===== src/rtl/spi_pkg.sv =====
// spi_pkg: shared definitions for the SPI shift engine.
//   spi_state_e : engine state encoding (S_IDLE, S_SHIFT, S_FINISH)
//   SS_*        : bit positions in the slave-select vector
//   MOSI_IDLE   : level driven on mosi outside a transfer
//   RX_RESET    : receive register reset value
package spi_pkg;
  typedef enum logic [1:0] {
    S_IDLE   = 2'd0,
    S_SHIFT  = 2'd1,
    S_FINISH = 2'd2
  } spi_state_e;

  localparam int SS_SD0 = 0;
  localparam int SS_SD1 = 1;
  localparam int SS_ETH = 2;

  localparam logic       MOSI_IDLE = 1'b1;
  localparam logic [7:0] RX_RESET  = 8'hFF;
endpackage


===== src/rtl/spi_shift_engine_if.sv =====
// spi_shift_engine_if: CIA-side register bus of the SPI shift engine.
//   master modport : register decode (drives start/tx_data/div/ss_wr/ss_in/rd_strobe)
//   slave modport  : shift engine (drives rx_data/busy/done)
interface spi_shift_engine_if #(
  parameter int DIV_W  = 8,
  parameter int NUM_SS = 3
);
  logic              start;
  logic [7:0]        tx_data;
  logic [DIV_W-1:0]  div;
  logic              ss_wr;
  logic [NUM_SS-1:0] ss_in;
  logic              rd_strobe;
  logic [7:0]        rx_data;
  logic              busy;
  logic              done;

  modport master (
    output start, tx_data, div, ss_wr, ss_in, rd_strobe,
    input  rx_data, busy, done
  );

  modport slave (
    input  start, tx_data, div, ss_wr, ss_in, rd_strobe,
    output rx_data, busy, done
  );
endinterface


===== src/rtl/spi_clk_div.sv =====
// spi_clk_div: half-period tick generator.
//   clk, _reset : clock, synchronous active-low reset
//   reload      : half-period length minus 1
//   en          : count while high
//   restart     : load reload, no tick this cycle
//   tick        : high on the last cycle of each half-period
module spi_clk_div #(
  parameter int DIV_W = 8
) (
  input  logic             clk,
  input  logic             _reset,
  input  logic [DIV_W-1:0] reload,
  input  logic             en,
  input  logic             restart,
  output logic             tick
);
  logic [DIV_W-1:0] cnt;

  always_ff @(posedge clk) begin
    if (!_reset)      cnt <= '0;
    else if (restart) cnt <= reload;
    else if (en)      cnt <= (cnt == '0) ? reload : cnt - DIV_W'(1);
  end

  assign tick = en && !restart && (cnt == '0);
endmodule


===== src/rtl/spi_shift_engine.sv =====
// spi_shift_engine: byte-serial SPI mode-0 master behind the CIA register decode.
//   clk, _reset : clock, synchronous active-low reset
//   bus         : CIA register bus (slave modport)
//   miso        : serial data in
//   mosi, sclk  : serial data out, SPI clock (idle low)
//   _ss         : active-low slave selects (bit0 SD0, bit1 SD1, bit2 Ethernet)
// Optional build macro SPI_AUTO_READ_EN: rd_strobe in idle launches an 8'hFF
// transfer (fast SD block-read path).
module spi_shift_engine
  import spi_pkg::*;
#(
  parameter int DIV_W  = 8,
  parameter int NUM_SS = 3
) (
  input  logic              clk,
  input  logic              _reset,
  spi_shift_engine_if.slave bus,
  input  logic              miso,
  output logic              mosi,
  output logic              sclk,
  output logic [NUM_SS-1:0] _ss
);
  spi_state_e        state, state_nx;
  logic              go, accept, tick, last;
  logic [7:0]        go_data, tx_sh, rx_sh, rx_q;
  logic [3:0]        hp_cnt;
  logic [DIV_W-1:0]  div_q;
  logic [NUM_SS-1:0] ss_q, pend_val;
  logic              pend_vld;

`ifdef SPI_AUTO_READ_EN
  // start has priority over the auto-read strobe
  assign go      = bus.start | bus.rd_strobe;
  assign go_data = bus.start ? bus.tx_data : 8'hFF;
`else
  logic unused_rd;
  assign unused_rd = bus.rd_strobe;
  assign go        = bus.start;
  assign go_data   = bus.tx_data;
`endif

  assign accept = (state == S_IDLE) && go;
  assign last   = tick && (hp_cnt == 4'd15);

  // In idle the divider tracks the live div so restart loads it directly.
  spi_clk_div #(.DIV_W(DIV_W)) u_clk_div (
    .clk     (clk),
    ._reset  (_reset),
    .reload  ((state == S_IDLE) ? bus.div : div_q),
    .en      (state == S_SHIFT),
    .restart (accept),
    .tick    (tick)
  );

  always_ff @(posedge clk) begin
    if (!_reset) state <= S_IDLE;
    else         state <= state_nx;
  end

  always_comb begin
    state_nx = state;
    case (state)
      S_IDLE:   if (go)   state_nx = S_SHIFT;
      S_SHIFT:  if (last) state_nx = S_FINISH;
      S_FINISH: state_nx = S_IDLE;
      default:  state_nx = S_IDLE;
    endcase
  end

  always_ff @(posedge clk) begin
    if (!_reset) begin
      sclk     <= 1'b0;
      hp_cnt   <= '0;
      tx_sh    <= 8'hFF;
      rx_sh    <= RX_RESET;
      rx_q     <= RX_RESET;
      div_q    <= '0;
      ss_q     <= '0;
      pend_val <= '0;
      pend_vld <= 1'b0;
    end else begin
      if (accept) begin
        tx_sh  <= go_data;
        div_q  <= bus.div;
        hp_cnt <= '0;
        sclk   <= 1'b0;
      end else if (tick) begin
        hp_cnt <= hp_cnt + 4'd1;
        sclk   <= ~hp_cnt[0];
        // even half-period end = rising edge (sample), odd = falling (shift)
        if (!hp_cnt[0]) rx_sh <= {rx_sh[6:0], miso};
        else            tx_sh <= {tx_sh[6:0], 1'b0};
      end

      if (last) rx_q <= rx_sh;

      // Selects only move outside the byte; a write during SHIFT is parked
      // and applied on entry to FINISH (a write on that very edge wins).
      if (state == S_SHIFT) begin
        if (last) begin
          if (bus.ss_wr)    ss_q <= bus.ss_in;
          else if (pend_vld) ss_q <= pend_val;
          pend_vld <= 1'b0;
        end else if (bus.ss_wr) begin
          pend_val <= bus.ss_in;
          pend_vld <= 1'b1;
        end
      end else if (bus.ss_wr) begin
        ss_q <= bus.ss_in;
      end
    end
  end

  assign mosi        = (state == S_SHIFT) ? tx_sh[7] : MOSI_IDLE;
  assign _ss         = ~ss_q;
  assign bus.rx_data = rx_q;
  assign bus.busy    = (state == S_SHIFT);
  assign bus.done    = (state == S_FINISH);
endmodule


===== src/flat_wrapper.sv =====
// flat-port wrapper written by rule: the top's interface ports become plain ports
module spi_shift_engine_flat import spi_pkg::*;
#(
  parameter int DIV_W  = 8,
  parameter int NUM_SS = 3
)
  (clk, _reset, miso, mosi, sclk, _ss, bus_start, bus_tx_data, bus_div, bus_ss_wr, bus_ss_in, bus_rd_strobe, bus_rx_data, bus_busy, bus_done);
  spi_shift_engine_if #(.DIV_W(DIV_W), .NUM_SS(NUM_SS)) bus_i ();
  input  logic clk;
  input  logic _reset;
  input  logic miso;
  output logic mosi;
  output logic sclk;
  output logic [NUM_SS-1:0] _ss;
  input wire logic [$bits(bus_i.start)-1:0] bus_start;
  input wire logic [$bits(bus_i.tx_data)-1:0] bus_tx_data;
  input wire logic [$bits(bus_i.div)-1:0] bus_div;
  input wire logic [$bits(bus_i.ss_wr)-1:0] bus_ss_wr;
  input wire logic [$bits(bus_i.ss_in)-1:0] bus_ss_in;
  input wire logic [$bits(bus_i.rd_strobe)-1:0] bus_rd_strobe;
  output wire logic [$bits(bus_i.rx_data)-1:0] bus_rx_data;
  output wire logic [$bits(bus_i.busy)-1:0] bus_busy;
  output wire logic [$bits(bus_i.done)-1:0] bus_done;
  assign bus_i.start = bus_start;
  assign bus_i.tx_data = bus_tx_data;
  assign bus_i.div = bus_div;
  assign bus_i.ss_wr = bus_ss_wr;
  assign bus_i.ss_in = bus_ss_in;
  assign bus_i.rd_strobe = bus_rd_strobe;
  assign bus_rx_data = bus_i.rx_data;
  assign bus_busy = bus_i.busy;
  assign bus_done = bus_i.done;
  spi_shift_engine #(.DIV_W(DIV_W), .NUM_SS(NUM_SS)) u_core (.clk(clk), ._reset(_reset), .bus(bus_i), .miso(miso), .mosi(mosi), .sclk(sclk), ._ss(_ss));
endmodule

===== config.mk =====
export PLATFORM = sky130hd
export DESIGN_NAME = spi_shift_engine_flat
export DESIGN_NICKNAME = d
export VERILOG_FILES = /design/src/rtl/spi_pkg.sv /design/src/rtl/spi_shift_engine_if.sv /design/src/rtl/spi_clk_div.sv /design/src/rtl/spi_shift_engine.sv /design/src/flat_wrapper.sv
export SDC_FILE = /design/constraint.sdc
export NUM_CORES = 1
export LEC_CHECK = 0
export CAP_MARGIN = 0
export CELL_PAD_IN_SITES_DETAIL_PLACEMENT = 0
export CELL_PAD_IN_SITES_GLOBAL_PLACEMENT = 1
export CORE_MARGIN = 2
export CORE_UTILIZATION = 36
export CTS_BUF_LIST = sky130_fd_sc_hd__clkbuf_4 sky130_fd_sc_hd__clkbuf_8 sky130_fd_sc_hd__clkbuf_16
export DETAILED_ROUTE_END_ITERATION = 7
export PLACE_DENSITY = 0.72
export SLEW_MARGIN = 20
export SYNTH_ARGS = -nofsm -noshare
export SYNTH_HDL_FRONTEND = slang
export SYNTH_HIERARCHICAL = 1
export SYNTH_SLANG_ARGS = --single-unit

===== constraint.sdc =====
create_clock -name clk -period 2.8 [get_ports clk]
set_input_delay 0.56 -clock clk [delete_from_list [all_inputs] [get_ports clk]]
set_output_delay 0.56 -clock clk [all_outputs]
set_load 0.05 [all_outputs]

==> summary.md, run 1 <==
| Metric | Value |
|---|---|
| Outcome | completed |
| Clock network fraction of total power | 0.311 |
| Buffers added on ports | 38 |
| Post-CTS setup buffer count | 0 |
| Number of violations reported at the end of detailed-routing iteration 0 | 109 |
| Most frequent cells after synthesis | dfxtp_1 (53), nand2_1 (46), nand3_1 (27) |
| Clock sink count | 53 |
| Overall die width | 88.6 microns |
| Num rows | 30 |
| Met1 track demand over resource | 0.230 |
| Share of final-layout standard cells stronger than drive strength 1 | 0.133 |
| H-tree lvl count | 2 |
| Required time at the worst-slack endpoint | 2240 ps |
| Warnings, synthesis | 6 |
| Post-synthesis mux area share | 0.0738 |
| Share of the synthesized area in compound gates (AO/OA/AOI/OAI) | 0.170 |
| Highest ir drop seen on vdd | 0.231 mV |
| Number of failing hold endpoints at the final stage | 0 |
| Share of the synthesized netlist area taken by xor and xnor gates | 0.00679 |
| Total iterations of the first detailed-routing run | 5 |
| Number of antenna violations at the first check in global routing | 0 |
| Setup Total Neg Slack | 0 ps |
| Final Max Slew Viols | 0 |
| Most frequent cell after synthesis | dfxtp_1 |
| Vias in the first global route | 2,060 |
| Overflow after GRT | 0 |
| Cell depth of the worst hold path | 2 |
| Final WS setup | 450 ps |
| Share of synthesized cell area in and, or, nand and nor gates | 0.262 |
| Root Driver | clkbuf_8 |
| DRC violation count after routing | 0 |
| Die ar. | 7860 sq um |
| Data arrival time of the critical path | 1790 ps |
| Highest attainable clock frequency | 426 MHz |
| Max capacitance violation total | 0 |
| Fraction of power consumed by combinational cells | 0.211 |
| Vias per inst | 5.15 |
| Clock Latency Late Sink | 310 ps |
| Synthesized netlist cell count | 301 |
| Height of the chip | 88.6 microns |
| Count of filler cells inserted in the layout | 699 |
| Fraction of met2 tracks used by global routing | 0.244 |
| Clock Tree Buf Depth | 2 |
| Adder-Cell Fraction of Synth Area | 0.0146 |
| Power density over cell area | 553 nW/um^2 |
| All-Layer GR Usage | 0.161 |
| CTS-repair resized insts | 0 |
| Switching component of the power | 514 uW |
| Clock slew at reported path FFs | 100 ps |
| Number of antenna cells inserted | 0 |
| Layout overhead on the synthesized area | 22.9% |
| Depth of the worst register-to-register path | 6 |
| Final clock period utilization by the worst path | 0.839 |
| Worst slew margin | 0.588 |
| Setup Slack @ Placement | 167 ps |
| Number of nets in the layout | 365 |
| Initial cell density of the core | 0.375 |
| Internal power | 1240 uW |
| Number of clock buffers inserted by TritonCTS | 5 |
| Switching share of power | 0.293 |
| Detailed-route via count | 2,237 |
| Post-DR wirelength/cell | 13.6 microns |
| Met3 track demand over resource | 0.0336 |
| Post-synthesis instance area | 2580 sq um |
| Actual transition at the worst max-transition pin | 618 ps |
| Mean post-synth cell area | 8.57 sq um |
| Cell taking the most area after synthesis | dfxtp_1 |
| Shortest period the worst path allows | 2350 ps |
| Sequential share of the synthesized area | 0.411 |
| Post-route clock skew | 4.52 ps |
| Dominant combinational cell family by area after synthesis | simple AND/OR/NAND/NOR gates |
| Crit start category | flop |
| RePlAce Congestion | 0.797 |
| Highest-utilization routing layer at the global route stage | met2 |
| Number of synthesized flops with an enable pin | 0 |
| Library cells used by synthesis | 53 |
| Detailed Route WL | 5920 microns |
| # setup viols final | 0 |
| Detailed placement HPWL | 3980 microns |
| Setup CP Type | reg2out |
| RSZ-0062 raised after global routing | false |
| Highest fanout seen on the critical path | 6 |
| Biggest area contributors in the synthesized netlist | dfxtp_1 (41%), nand2_1 (6.7%), nand3_1 (5.2%), mux2i_1 (3.9%), mux2_2 (3.5%) |
| Proportion of register bits with asynchronous set or reset after synthesis | 0 |
| Sequential fraction of design power | 0.478 |
| Leakage power summed over all cells | 0.00124 uW |
| Number of hold buffers added after cts | 0 |
| Synth top area share | 0.411 |
| Setup crit end kind | primary output |
| DRT antenna net count | 0 |
| Area inside the core boundary | 6870 sq um |
| Type of the most critical hold path | reg2reg |
| Leading register cell type out of synthesis | dfxtp_1 |
| Global-route wire length before repair | 9970 microns |
| I/O pin total | 40 |
| Post-synthesis net count | 329 |
| CTS tree | yes |
| Pin count of the biggest net entering global routing | 42 |
| Number of register bits inferred by synthesis | 53 |
==> metrics by stage <==
stage | cells | cell area (sq um) | utilization | total power [uW] | hold WS, ps
detailed placement | 426 | 3050 | 0.444 | 1230 | 449
global placement | 426 | 3050 | 0.444 | 1220 | 444
global route | 434 | 3170 | 0.461 | 1850 | 480
floorplan | 301 | 2580 | - | 1110 | 434
finish | 434 | 3170 | 0.461 | 1750 | 462
CTS | 434 | 3170 | 0.461 | 1770 | 463
==> path summary, 6_finish.rpt <==
check	end	startpoint	slack, ps
max	mosi	u_core/state[1]	450
max reg2reg	u_core/ss_q[2]	u_core/state[1]	680
min	u_core/pend_val[1]	u_core/pend_val[1]	460
min reg2reg	u_core/pend_val[1]	u_core/pend_val[1]	460
==> area by class of cell <==
type                    count  area (sq um)  area share
flip-flops and latches     53          1060       0.335
inverters                  12          50.0      0.0158
clock inverters             3          50.0      0.0158
clock buffers               5          68.8      0.0217
multi-input cells         217          1370       0.431
well taps                  96           120      0.0379
repair buffers             48           453       0.143
==> power by group through the flow <==
stage                     registers [uW]  clock network [uW]  logic, uW
after global routing                 845                 591        415
after detailed placement             854                   0        372
after global placement               854                   0        371
after CTS                            837                 560        374
final                                837                 545        370
after floorplan                      848                   0        266
==> cells by family (layout without fill, tap and decap cells) <==
family / after synthesis / after routing
AOI/OAI and AO/OA: 65 / 65
muxes: 18 / 18
buffers and inverters: 31 / 68
DFF: 53 / 53
xor gates and xnor gates: 2 / 2
and+or+nand+nor: 129 / 129
adders and majority gates: 3 / 3
==> metal layers <==
| metal | up-vias | part of all wire | wire [microns] |
|---|---|---|---|
| li1 | 1138 | - | - |
| met1 | 1049 | 0.50 | 2980 |
| met2 | 46 | 0.44 | 2620 |
| met3 | 4 | 0.042 | 247 |
| met4 | 0 | 0.012 | 71 |
| met5 | - | 0 | 0 |
==> placed cells by master (no fill, tap or decap), drive strengths merged, types with 3 or more instances in the layout <==
master | netlist | routed
mux2i | 10 | 10
buf | 11 | 11
and3 | 13 | 13
nand2 | 47 | 47
nand2b | 5 | 5
a211oi | 9 | 9
clkdlybuf4s50 | 0 | 37
ha | 3 | 3
nand3 | 27 | 27
dfxtp | 53 | 53
inv | 11 | 12
nor2 | 15 | 15
nor3 | 5 | 5
mux2 | 8 | 8
a2111oi | 4 | 4
a21oi | 18 | 18
clkbuf | 8 | 5
o21ai | 22 | 22
==> sequential cells by signal, indices dropped and copies added (netlist names) <==
| register | count |
|---|---|
| u_core/state | 2 |
| u_core/rx_sh | 8 |
| u_core/tx_sh | 8 |
| u_core/bus.rx_data | 8 |
| u_core/pend_val | 3 |
| u_core/pend_vld | 1 |
| u_core/div_q | 8 |
| u_core/ss_q | 3 |
| u_core/u_clk_div/cnt | 8 |
| u_core/hp_cnt | 4 |
==> critical path, stage by stage (launching register included) <==
cell             delay [ps]
dfxtp_1                 490
nor2b_2                 110
nand2b_1                 80
clkdlybuf4s50_1         790
Note: power is estimated with default switching activity, not from simulation.
==> inputs of run 2 (changes only) <==
CORE_UTILIZATION = 40   (was 36)
PLACE_DENSITY = 0.76   (was 0.72)
clock period = 2.3 ns   (was 2.8 ns; I/O delays follow)
==> run 2 against run 1 <==
- global-route usage rose by 1.2 points
- worst hold slack better by 6.8 ps
- die area decreased by 9.6%
- largest cell class unchanged
- register-to-register slack worse by 390 ps
- sequential cell count stayed put
- critical path type is now in2reg
- routed wire length rose by 0.30%
- clock skew rose by 3.9 ps
- sequential share of layout area fell by 0.11 points
==> summary.md, run 2 (same netlist as run 1, synthesis figures left out) <==
| Metric | Value |
|---|---|
| Outcome | completed (unchanged) |
| Number of non-filler instances in the completed layout | 418 (was 434) |
| Post-CTS setup buffer count | 0 (unchanged) |
| Highest ir drop seen on vdd | 0.261 mV (was 0.231 mV) |
| Post-route clock skew | 8.38 ps (was 4.52 ps) |
| WHS | 468 ps (was 462 ps) |
| Setup Slack @ Placement | -42.2 ps (was 167 ps) |
| Data arrival time of the critical path | 2270 ps (was 1790 ps) |
| Detailed placement HPWL | 4050 microns (was 3980 microns) |
| Detailed Route WL | 5940 microns (was 5920 microns) |
| Post-layout total power | 2030 uW (was 1750 uW) |
| All-Layer GR Usage | 0.173 (was 0.161) |
| Final WS setup | 280 ps (was 450 ps) |
| Highest attainable clock frequency | 495 MHz |
| Buffering stage count on the worst path with inverters included | 3 (was 1) |
| Crit start category | input port (was flop) |
| Final clock period utilization by the worst path | 0.878 |
| Overflow after GRT | 0 (unchanged) |
| # setup viols final | 0 (unchanged) |
| Count of filler cells inserted in the layout | 593 (was 699) |
| CTS-repair resized insts | 0 (unchanged) |
| Initial cell density of the core | 0.411 (was 0.375) |
| Pin count of the biggest net entering global routing | 26 (was 42) |
| Number of antenna violations at the first check in global routing | 0 (unchanged) |
| Detailed-route via count | 2,249 (was 2,237) |
| DRC violation count after routing | 0 (unchanged) |
| RSZ-0062 raised after global routing | false (unchanged) |
| Final Max Slew Viols | 0 (unchanged) |
| Number of violations reported at the end of detailed-routing iteration 0 | 142 (was 109) |
| Area inside the core boundary | 6280 sq um (was 6870 sq um) |
| RePlAce Congestion | 0.872 (was 0.797) |
| Highest-delay cell along the critical path | nor2b_1 (was clkdlybuf4s50_1) |
| Commonest non-fill, non-tap cell in the layout | dfxtp_1 (unchanged) |
| DRT antenna net count | 0 (unchanged) |
| Number of hold buffers added after cts | 0 (unchanged) |
| Clock Latency Late Sink | 310 ps (about the same) |
| Setup CP Type | in2reg (was reg2out) |
| I/O pin total | 40 (unchanged) |
| Worst slew margin | 0.596 (was 0.588) |
| Actual transition at the worst max-transition pin | 605 ps (was 618 ps) |
| Number of clock buffers inserted by TritonCTS | 5 (unchanged) |
| FF+latch area | 1060 sq um (unchanged) |
| Depth of the worst register-to-register path | 7 (was 6) |
| Post-DR wirelength/cell | 14.2 microns (was 13.6 microns) |
| Leakage power summed over all cells | 0.00126 uW (was 0.00124 uW) |
| Max incr delay on CP | 460 ps (was 790 ps) |
| Type of the most critical hold path | reg2reg (unchanged) |
| Vias per inst | 5.38 (was 5.15) |
| Global-route wire length before repair | 10,100 microns (was 9970 microns) |
| Placed cell count | 410 (was 426) |
| Number of nets in the layout | 368 (was 365) |
| Vias in the first global route | 2,065 (was 2,060) |
| Final Instance Area | 3180 sq um (was 3170 sq um) |
| Die ar. | 7100 sq um (was 7860 sq um) |
| Layout overhead on the synthesized area | 23.3% (was 22.9%) |
| H-tree lvl count | 2 (unchanged) |
| Count of cell instances traversed by the critical path | 8 (was 3) |
| Num rows | 29 (was 30) |
| Most frequent cell on the critical path | nand3_1 |
| CTS tree | yes (unchanged) |
| Shortest period the worst path allows | 2020 ps |
| Number of antenna cells inserted | 0 (unchanged) |
| Total iterations of the first detailed-routing run | 4 (was 5) |
| Highest-count cells in the layout ignoring fill and taps | dfxtp_1 (53), nand2_1 (46), clkdlybuf4s50_1 (35) (was dfxtp_1 (53), nand2_1 (46), clkdlybuf4s50_1 (37)) |
| Number of failing hold endpoints at the final stage | 0 (unchanged) |
| Power density over cell area | 639 nW/um^2 (was 553 nW/um^2) |
| Required time at the worst-slack endpoint | 2550 ps (was 2240 ps) |
| Clock sink count | 53 (unchanged) |
| Height of the chip | 84.3 microns (was 88.6 microns) |
| Chain of cells forming the critical path | clkdlybuf4s50_1 > or3b_1 > clkinv_4 > nor4_4 > buf_4 > nor2b_1 > nand3_1 > nand3_1 (was nor2b_2 > nand2b_1 > clkdlybuf4s50_1) |
| Root Driver | clkbuf_8 (unchanged) |
| Clock slew at reported path FFs | 100 ps (about the same) |
| Placed cell areas | 3090 sq um (was 3050 sq um) |
| Overall die width | 84.3 microns (was 88.6 microns) |
| Buffers added on ports | 38 (unchanged) |
| Kind of cell adding the most delay to the critical path | simple AND/OR/NAND/NOR gates (was buffers and inverters) |
| Highest fanout seen on the critical path | 13 (was 6) |
| Setup crit end kind | flop (was primary output) |
| Max capacitance violation total | 0 (unchanged) |
| Cell depth of the worst hold path | 2 (unchanged) |
| Total area of multi-input combinational cells | 1380 sq um (was 1370 sq um) |
| Clock Tree Buf Depth | 2 (unchanged) |
| Share of final-layout standard cells stronger than drive strength 1 | 0.147 (was 0.133) |
[run 2: routing by layer]
layer	part of all wire	vias up	wire length (microns)	track usage
met5	0	-	0	0
met4	0.0061	0	36	0.0484
met3	0.036	2	211	0.0344
met2	0.45	45	2650	0.258
met1	0.51	1056	3040	0.255
li1	-	1146	-	-
[run 2: path summary, 6_finish.rpt]
check | start | slack, ps | endpoint
setup / recovery | bus_start | 280 | u_core/rx_sh[4]
hold / removal | u_core/pend_val[2] | 470 | u_core/pend_val[2]
setup reg to reg | u_core/u_clk_div/cnt[2] | 290 | u_core/rx_sh[4]
hold reg to reg | u_core/pend_val[2] | 470 | u_core/pend_val[2]
[run 2: power by group]
| group | internal (uW) | switching, uW | total [uW] | leakage [uW] |
|---|---|---|---|---|
| registers | 973 | 48.6 | 1020 | 0.000434 |
| logic | 213 | 258 | 471 | 0.000783 |
| clock network | 217 | 323 | 540 | 0.0000445 |
| total | 1400 | 630 | 2030 | 0.00126 |
[run 2: worst register-to-register path, cell delays in order, from the launching register on]
cell	delay, ps
dfxtp_1	380
nor3_2	220
nand3_1	160
nor4_4	290
buf_4	210
nor2b_1	460
nand3_1	140
nand3_1	100
[run 2: per-stage QoR]
step | TNS (ps) | utilization
after floorplan | 0 | -
after global placement | -311 | 0.492
after detailed placement | -265 | 0.492
after CTS | 0 | 0.506
after global routing | 0 | 0.506
final | 0 | 0.506
[run 2: final cells by class]
cell class,count,share of cell area
clock inverters,3,0.00669
flip-flops and latches,53,0.334
inverters,12,0.0157
repair buffers,51,0.157
multi-input cells,217,0.434
well taps,77,0.0303
clock buffers,5,0.0216
